File: src/rtl/mult_seq_ctrl.sv
`default_nettype none
// ============================================================================
// Module  : mult_seq_ctrl
// Purpose : Operand sequencer and product collector for an N-cycle bit-serial
//           multiplier. Optional overlap of product drain and operand accept
//           is enabled by defining MULT_SEQ_OVERLAP_EN.
// Revision: 1.0  initial release
// ============================================================================
module mult_seq_ctrl #(
  parameter int N = 32
) (
  input  logic           clk,
  input  logic           rst,
  input  logic           in_valid,
  output logic           in_ready,
  input  logic [N-1:0]   in_a,
  input  logic [N-1:0]   in_b,
  output logic           mult_rst,
  output logic [N-1:0]   mult_g,
  output logic           mult_e,
  input  logic [2*N-1:0] mult_o,
  output logic           out_valid,
  input  logic           out_ready,
  output logic [2*N-1:0] out_prod
);

  localparam int CW = (N > 1) ? $clog2(N) : 1;

  typedef enum logic [1:0] {
    IDLE  = 2'd0,
    CLEAR = 2'd1,
    RUN   = 2'd2,
    DONE  = 2'd3
  } state_t;

  state_t           state_q, state_d;
  logic [N-1:0]     a_q, a_d;
  logic [N-1:0]     b_q, b_d;
  logic [CW-1:0]    cnt_q, cnt_d;
  logic [2*N-1:0]   prod_q, prod_d;

  always_ff @(posedge clk) begin
    if (rst) begin
      state_q <= IDLE;
      a_q     <= '0;
      b_q     <= '0;
      cnt_q   <= '0;
      prod_q  <= '0;
    end else begin
      state_q <= state_d;
      a_q     <= a_d;
      b_q     <= b_d;
      cnt_q   <= cnt_d;
      prod_q  <= prod_d;
    end
  end

  always_comb begin
    state_d   = state_q;
    a_d       = a_q;
    b_d       = b_q;
    cnt_d     = cnt_q;
    prod_d    = prod_q;
    in_ready  = 1'b0;
    out_valid = 1'b0;
    mult_e    = 1'b0;
    case (state_q)
      IDLE: begin
        in_ready = 1'b1;
        if (in_valid) begin
          a_d     = in_a;
          b_d     = in_b;
          state_d = CLEAR;
        end
      end
      CLEAR: begin
        cnt_d   = '0;
        state_d = RUN;
      end
      RUN: begin
        mult_e = b_q[0];
        b_d    = b_q >> 1;
        cnt_d  = cnt_q + CW'(1);
        // Last serial bit is on mult_e this cycle, so mult_o is already final.
        if (cnt_q == CW'(N - 1)) begin
          prod_d  = mult_o;
          state_d = DONE;
        end
      end
      DONE: begin
        out_valid = 1'b1;
`ifdef MULT_SEQ_OVERLAP_EN
        in_ready = out_ready;
        if (out_ready && in_valid) begin
          a_d     = in_a;
          b_d     = in_b;
          state_d = CLEAR;
        end else if (out_ready) begin
          state_d = IDLE;
        end
`else
        if (out_ready) begin
          state_d = IDLE;
        end
`endif
      end
      default: state_d = IDLE;
    endcase
  end

  assign mult_rst = rst | (state_q == CLEAR);
  assign mult_g   = a_q;
  assign out_prod = prod_q;

endmodule
`default_nettype wire

File: config.mk
export PLATFORM = sky130hd
export DESIGN_NAME = mult_seq_ctrl
export DESIGN_NICKNAME = d
export VERILOG_FILES = /design/src/rtl/mult_seq_ctrl.sv
export SDC_FILE = /design/constraint.sdc
export NUM_CORES = 1
export LEC_CHECK = 0
export ABC_CLOCK_PERIOD_IN_PS = 2650
export BUFFER_PORTS_ARGS = -buffer_cell sky130_fd_sc_hd__buf_2
export CAP_MARGIN = 0
export CORE_ASPECT_RATIO = 0.8
export CORE_MARGIN = 4
export CORE_UTILIZATION = 51
export CTS_CLUSTER_DIAMETER = 100
export DETAILED_ROUTE_END_ITERATION = 12
export PLACE_DENSITY = 0.82
export SYNTH_ARGS = -nofsm -noshare
export SYNTH_HDL_FRONTEND = slang
export SYNTH_SLANG_ARGS = --single-unit
File: constraint.sdc
create_clock -name clk -period 2.65 [get_ports clk]
set_input_delay 0.53 -clock clk [delete_from_list [all_inputs] [get_ports clk]]
set_output_delay 0.53 -clock clk [all_outputs]
set_load 0.03 [all_outputs]
# Word-level counts from Yosys, hierarchy flattened
# Index checks and enable logic that the tools add are counted.
totals:
  reg_bits: 135
classes:
  eq_ne: 7
  n_bitwise: 1
  n_mux: 10
  n_reduce_logical: 7
  n_addsub: 1
ops:
  columns: ["op", "count"]
  rows:
  - ["32-bit case mux with 2 select lines", 1]
  - ["32-bit 2-to-1 mux", 1]
  - ["5-bit case mux with 2 select lines", 1]
  - ["2-bit case mux with 4 select lines", 1]
  - ["2-bit 2-to-1 mux", 3]
  - ["2-bit != test, second input constant", 3]
  - ["2-bit AND reduction", 3]
  - ["5-bit by 1-bit adder with 5-bit output, second input constant", 1]
  - ["5-bit equality test, second input constant", 1]
  - ["2-bit equality test, second input constant", 2]
  - ["2-bit nonzero test", 2]
  - ["1-bit 2-to-1 mux", 3]
  - ["3-bit AND reduction", 1]
  - ["2-bit by 1-bit equality test with 1-bit output, second input constant", 1]
  - ["2-bit logical NOT", 1]
  - ["1-bit bitwise OR", 1]

# Logic depth before layout (Yosys ltp)
# Gate-level depths: netlist of run 1.
logic_depth:
  word_depth: 3
  mapped_depth: 8
  ltp_nobuf: 6

# Least setup slack after synthesis of run 1
# No wires, ideal clock.
synth_timing:
  path_kind: "reg-to-output"
  start: "register state_q[0]"
  end: "output mult_e"
  stages_incl_launch_ff: 7
  setup_slack_ns: 0.830
  n_path_buf: 3
  arrival_time_ns: 1.290
  cell_sequence: "dfxtp_1 inv_1 ha_1 buf_2 buf_6 buf_4 and2_1"
synth_between:
  elab_chain_cells: 2
synth_rtl:
  columns: ["element", "line_no", "source"]
  rows:
  - ["from (decl)", "36", "state_t state_q, state_d;"]
  - ["from (signal assigned)", "50", "state_q <= state_d;"]
  - ["2-bit equality test", "67", "case (state_q)"]
  - ["1-bit 2-to-1 mux", "67", null]
  - ["to (decl)", "20", "output logic mult_e,"]
# Every way passes these cells.

# Worst setup path after layout of run 1
# Ends and elaborated chain as after synthesis.

==> qor.yml, run 1 <==
status: "finished, final reports clean"
synth.net_count: 749
drt-total-wl_mm: 13.90
avgSynthCellArea_um2: 8.664
multiInputGateArea_um2: 2311
coreArea_um2: 9889
die_x_um: 121.9
drtPass1Iterations: 5
cts_max_level: 4
antenna_found_initial: 0
cts_made_buffers: 17
synth_enable_flop_cells: 0
fp.dieH_um: 99.13
crit_type: "reg2out"
postSynth.asyncResetShare_pct: 0
synth_area_um2: 5294
worst_slack_ns: 0.4840
cts_resized: 0
nFillCells: 809
post_cts_buffers: 0
clockBufferDepth: 2
grt_use_met3_pct: 8.300
antenna_cells: 0
numPortBuffers: 231
dp_hpwl_mm: 9.729
cts_tree: "built"
grt_max_degree: 137
leakage_uw: 0.003079
rsz0062_at_grt: "no"
cp_max_fo: 17
cap_violations: 0
path_clk_slew_ns: 0.06
hold_path_class: "in2reg"
area_growth_pct: 33.63
start_kind: "flip-flop"
nets: 960
setup_viol: 0
regArea_um2: 2703
ant_nets: 0
max_freq_ghz: 0.4617
synthFlopType: "dfxtp_1"
grt.total_usage_pct: 22.27
wl_per_cell_um: 14.35
critical_path.endpoint_type: "output pin"
cp.arrival_ns: 1.64
ys_types: 29
drt_iter0_markers: 326
drive_above_1_share_pct: 36.73
fin_crit_ns: 2.166
clk_latency_ns: 0.40
io_pins: 232
rows: 32
die-area_um2: 12080
holdBufCountCts: 0
period_share_pct: 81.74
powerDensity_nw_per_um2: 954.5
worst_slew_pin_slew_ns: 0.6940
grt_pass1_wl_mm: 21.81
vias_per_cell: 5.011
cts_root_buf: "clkbuf_16"
synth_warnings: 0
ys_ff_latch: 135
grt-ovfl-total: 0
busiest_layer: "met2"
setup_tns_ns: 0
finClkSkew_ns: 0.008851
synth_seq_area_share_pct: 51.05
use_met1_pct: 25.52
hold_viol_final: 0
grt_use_met2_pct: 37.78
netlist_instances: 611
cts.sinks: 135
peakVddDrop_mv: 0.5223
required_ns: 2.12
start_util_pct: 53.53
num_vias: 4856
grt_pass1_vias: 4798
slew_headroom_pct: 53.74
dpl_worst_slack_ns: 0.6892
place_congestion: 0.7750
slew_viol_final: 0
drc: 0
## Yosys cell counts (2+ instances only)
library cell	n	area [µm²]
nand2_1	198	743.2
dfxtp_1	135	2703
a21oi_1	100	500.5
mux2i_1	32	320.3
nor2_1	32	120.1
a211oi_2	31	387.9
buf_2	19	95.09
clkbuf_1	18	67.56
buf_6	6	67.56
ha_1	6	75.07
inv_1	6	22.52
buf_4	4	30.03
nand3_1	4	20.02
and2_1	3	18.77
a31oi_1	2	12.51
nand2b_1	2	12.51
## cells by family (layout without fill, tap and decap cells)
logic type      after synthesis  in the layout  synth area share, %
compound gates              137            137                17.66
fa+ha+maj                     6              6                1.418
buf+inv                      54            276                5.412
flops                       135            135                51.05
mux                          33             33                6.263
simple gates                246            246                18.20
## final timing paths
| check | start | endpoint | slack [ns] | cells past startpoint |
|---|---|---|---|---|
| setup / recovery | state_q[0]$_SDFFE_PP0P_ | mult_e | 0.48 | 5 |
| hold / removal | mult_o[59] | out_prod[59]$_SDFFE_PP0P_ | 0.36 | 3 |
| setup reg to reg | cnt_q[0]$_SDFFE_PP0P_ | out_prod[10]$_SDFFE_PP0P_ | 0.64 | 7 |
| hold reg to reg | out_prod[33]$_SDFFE_PP0P_ | out_prod[33]$_SDFFE_PP0P_ | 0.45 | 2 |
## critical path: stages (launching register included)
cell,delay (ns)
dfxtp_1,0.39
inv_1,0.09
ha_2,0.19
buf_4,0.20
and2_1,0.18
buf_2,0.17
## metal layers
metal  routed length, µm  vias to the layer above
met5                   0                        -
met4                 236                        0
met3                1209                       20
met2                6859                      191
met1                5599                     2194
li1                    -                     2451
## final cells by class
cell class	instances	area share [%]
sequential	135	38.20
multi-input combinational	422	32.67
timing repair buffer	239	17.93
clock buffer	21	6.650
tap	136	2.405
clock inverter	9	1.769
inverter	7	0.3714
## state kept, by name, indices dropped and copies added (netlist names)
| signal | cells |
|---|---|
| cnt_q | 5 |
| state_q | 2 |
| b_q | 32 |
| out_prod | 64 |
| mult_g | 32 |
## cells in the final DEF, fill, tap and decap left out, types with 6 or more instances in the layout
| cell type | synthesis | routed |
|---|---|---|
| a211oi_2 | 31 | 31 |
| a21oi_1 | 100 | 100 |
| buf_2 | 19 | 230 |
| clkbuf_16 | 0 | 17 |
| dfxtp_1 | 135 | 135 |
| inv_1 | 6 | 6 |
| mux2i_1 | 32 | 32 |
| nand2_1 | 198 | 197 |
| nor2_1 | 32 | 32 |
## through the flow
| stage | total power (µW) | instance area, µm² | utilization (%) | std cells | hold slack [ns] |
|---|---|---|---|---|---|
| floorplan | 4063 | 5294 | - | 611 | 0.4436 |
| global placement | 4328 | 6479 | 65.51 | 939 | 0.4384 |
| detailed placement | 4437 | 6479 | 65.51 | 939 | 0.4457 |
| CTS | 6806 | 7074 | 71.53 | 969 | 0.3402 |
| global route | 7100 | 7074 | 71.53 | 969 | 0.3466 |
| finish | 6753 | 7074 | 71.53 | 969 | 0.3596 |
## where the power goes
group | internal (µW) | switching [µW] | total (µW)
registers | 2340 | 165 | 2500
logic | 710 | 1180 | 1890
clock network | 1540 | 820 | 2360
(Power assumes the default switching activity.)
==> inputs of run 2 (changes only) <==
==> config.mk (replaced) <==
export PLATFORM = sky130hd
export DESIGN_NAME = mult_seq_ctrl
export DESIGN_NICKNAME = d
export VERILOG_FILES = /design/src/rtl/mult_seq_ctrl.sv
export SDC_FILE = /design/constraint.sdc
export NUM_CORES = 1
export LEC_CHECK = 0
export ABC_CLOCK_PERIOD_IN_PS = 1800
export BUFFER_PORTS_ARGS = -buffer_cell sky130_fd_sc_hd__buf_2
export CAP_MARGIN = 0
export CORE_ASPECT_RATIO = 0.8
export CORE_MARGIN = 4
export CORE_UTILIZATION = 43
export CTS_CLUSTER_DIAMETER = 100
export DETAILED_ROUTE_END_ITERATION = 12
export PLACE_DENSITY = 0.74
export SYNTH_ARGS = -nofsm -noshare
export SYNTH_HDL_FRONTEND = slang
export SYNTH_SLANG_ARGS = --single-unit
==> constraint.sdc (replaced) <==
create_clock -name clk -period 1.8 [get_ports clk]
set_input_delay 0.36 -clock clk [delete_from_list [all_inputs] [get_ports clk]]
set_output_delay 0.36 -clock clk [all_outputs]
set_load 0.03 [all_outputs]
==> run 2 against run 1 <==
Total power is 50% higher. Die area is 17% higher. Register-to-register slack worse by 0.55 ns. Sequential cell count stayed put. Combinational power is 57% higher. Clock skew is 0.0031 ns higher. Critical endpoint is now mult_rst.
==> qor.yml, run 2 (synthesized netlist as in run 1, its figures left out) <==
p_int_uw: 6869  # was 4585 µW
rows: 35  # was 32
cts_made_buffers: 17  # unchanged
die_x_um: 132.1  # was 121.9 µm
vias_per_cell: 4.819  # was 5.011
powerDensity_nw_per_um2: 1398  # was 954.5 nW/µm²
multiInputGateArea_um2: 2337  # was 2311 µm²
slew_headroom_pct: 51.01  # was 53.74%
cp_cell_sequence: "buf_4 -> ha_4 -> or2_4 -> buf_6"  # was inv_1 -> ha_2 -> buf_4 -> and2_1 -> buf_2
status: "finished, final reports clean"  # unchanged
power.total_uw: 10150  # was 6753 µW
cts_tree: "built"  # unchanged
dp_hpwl_mm: 9.639  # was 9.729 mm
fp.dieH_um: 107.2  # was 99.13 µm
critical_path.endpoint_type: "output pin"  # unchanged
cp.arrival_ns: 1.39  # was 1.64 ns
ant_nets: 0  # unchanged
cap_violations: 0  # unchanged
clk_latency_ns: 0.41  # was 0.40 ns
placed_cells: 959  # was 939
drc: 0  # unchanged
grt.total_usage_pct: 18.76  # was 22.27%
rsz0062_at_grt: "yes"  # was no
nets: 971  # was 960
swShare_pct: 32.33  # was 32.09%
p_clk_share_pct: 34.4  # was 34.9%
crit_slowest_cell: "dfxtp_2"  # was dfxtp_1
fin_crit_ns: 1.750
crit_type: "reg2out"  # unchanged
numPortBuffers: 231  # unchanged
period_share_pct: 97.24
layoutNonFillerInstCount: 994  # was 969
drt-total-wl_mm: 14.09  # was 13.90 mm
drtPass1Iterations: 5  # unchanged
r2r_cells: 7  # unchanged
leakage_uw: 0.003158  # was 0.003079 µW
max_freq_ghz: 0.5713
num_vias: 4790  # was 4856
nFillCells: 1062  # was 809
hold_viol_final: 0  # unchanged
coreArea_um2: 11780  # was 9889 µm²
cp_num_cells: 4  # was 5
seqPwrFrac_pct: 36.3  # was 37.1%
antenna_cells: 0  # unchanged
grt_pass1_vias: 4671  # was 4798
critPathLaunch: "state_q[0]$_SDFFE_PP0P_"  # unchanged
switchingPower_uw: 3282  # was 2167 µW
critPathBufInv: 2  # was 3
required_ns: 1.44  # was 2.12 ns
antenna_found_initial: 1  # was 0
reg2reg_slack_ns: 0.09  # was 0.64 ns
worstReg2RegEnd: "out_prod[48]$_SDFFE_PP0P_"  # was out_prod[10]$_SDFFE_PP0P_
io_pins: 232  # unchanged
cts.sinks: 135  # unchanged
path_clk_slew_ns: 0.06  # about the same
start_kind: "flip-flop"  # unchanged
regArea_um2: 2708  # was 2703 µm²
finClkSkew_ns: 0.01190  # was 0.008851 ns
largest_reg_flops: 64  # unchanged
worst_slew_pin_slew_ns: 0.7349  # was 0.6940 ns
setup_tns_ns: 0  # unchanged
place_congestion: 0.7435  # was 0.7750
comb_power_share_pct: 29.3  # was 28.0%
cp_max_fo: 3  # was 17
cts_root_buf: "clkbuf_16"  # unchanged
slew_viol_final: 0  # unchanged
crit_family: "flip-flops"  # was buffers and inverters
wl_per_cell_um: 14.18  # was 14.35 µm
final_common_cell: "buf_2"  # unchanged
start_util_pct: 44.94  # was 53.53%
cts_max_level: 4  # unchanged
grt_pass1_wl_mm: 21.96  # was 21.81 mm
grt-ovfl-total: 0  # unchanged
hold_path_class: "in2reg"  # unchanged
drive_above_1_share_pct: 38.06  # was 36.73%
holdBufCountCts: 0  # unchanged
cpPeakStageDelay_ns: 0.32  # was 0.39 ns
peakVddDrop_mv: 0.7896  # was 0.5223 mV
grt_max_degree: 71  # was 137
crit_path_end: "mult_rst"  # was mult_e
die-area_um2: 14160  # was 12080 µm²
r2r_start: "cnt_q[0]$_SDFFE_PP0P_"  # unchanged
drt_iter0_markers: 239  # was 326
clockBufferDepth: 2  # unchanged
area_growth_pct: 37.20  # was 33.63%
setup_viol: 0  # unchanged
mostFrequentLayoutCells: "buf_2, nand2_1, dfxtp_1"  # unchanged
[run 2: cell types whose count changed in the layout (fill, tap and decap cells not counted), moves of 2 or more]
cell	before	now
buf_2	230	228
dfxtp_1	135	133
ha_4	0	2
clkbuf_16	17	19
clkbuf_8	3	1
clkinv_4	0	4
buf_4	5	14
[run 2: cell type report]
cell class / instances / area share (%)
Multi-Input combinational cell: 422 / 32.18
Tap cell: 148 / 2.550
Timing Repair Buffer: 250 / 19.38
Sequential cell: 135 / 37.28
Clock inverter: 12 / 2.102
Clock buffer: 20 / 6.150
Inverter: 7 / 0.3618
[run 2: routing by layer]
layer,GRT usage [%],wire [µm]
met5,0,19
met3,7.223,1124
met4,5.622,103
met1,22.20,6149
met2,31.70,6695
[run 2: power by group through the flow]
stage	clock network (µW)	registers, µW	logic, µW
6_report	3490	3680	2970
5_1_grt	3690	3730	3260
3_3_place_gp	0	3720	2850
4_1_cts	3560	3680	3010
2_1_floorplan	0	3960	2020
3_5_place_dp	0	3730	2900
[run 2: stage by stage]
step,utilization [%],worst slack [ns],cell area [µm²],hold WS (ns)
6_report,61.66,0.04973,7263,0.1875
3_5_place_dp,55.63,0.09425,6554,0.4432
2_1_floorplan,-,0.05102,5294,0.4436
4_1_cts,61.20,0.01916,7209,0.1705
3_3_place_gp,55.63,0.1348,6554,0.4392
5_1_grt,61.66,-0.005055,7263,0.1796
[run 2: how the worst min path moves through the flow]
stage	from	endpoint	slack, ns	cells after the start
2_1_floorplan	cnt_q[4]$_SDFFE_PP0P_	cnt_q[4]$_SDFFE_PP0P_	0.44	2
3_3_place_gp	out_prod[54]$_SDFFE_PP0P_	out_prod[54]$_SDFFE_PP0P_	0.44	2
3_5_place_dp	out_prod[16]$_SDFFE_PP0P_	out_prod[16]$_SDFFE_PP0P_	0.44	2
4_1_cts	mult_o[6]	out_prod[6]$_SDFFE_PP0P_	0.17	3
5_1_grt	in_a[16]	mult_g[16]$_SDFFE_PP0P_	0.18	3
6_report	mult_o[11]	out_prod[11]$_SDFFE_PP0P_	0.19	3
[run 2: what timing repair did]
action	CTS	global route
gates resized for setup	13	2
setup endpoints to repair	2	62
setup buffers	1	0
gates cloned	0	2
[run 2: worst register-to-register path: stages (launching register included)]
cell	delay (ns)
dfxtp_1	0.33
ha_1	0.24
and3_1	0.19
ha_1	0.21
and2_4	0.21
clkbuf_16	0.21
nand2_1	0.10
a21oi_1	0.06
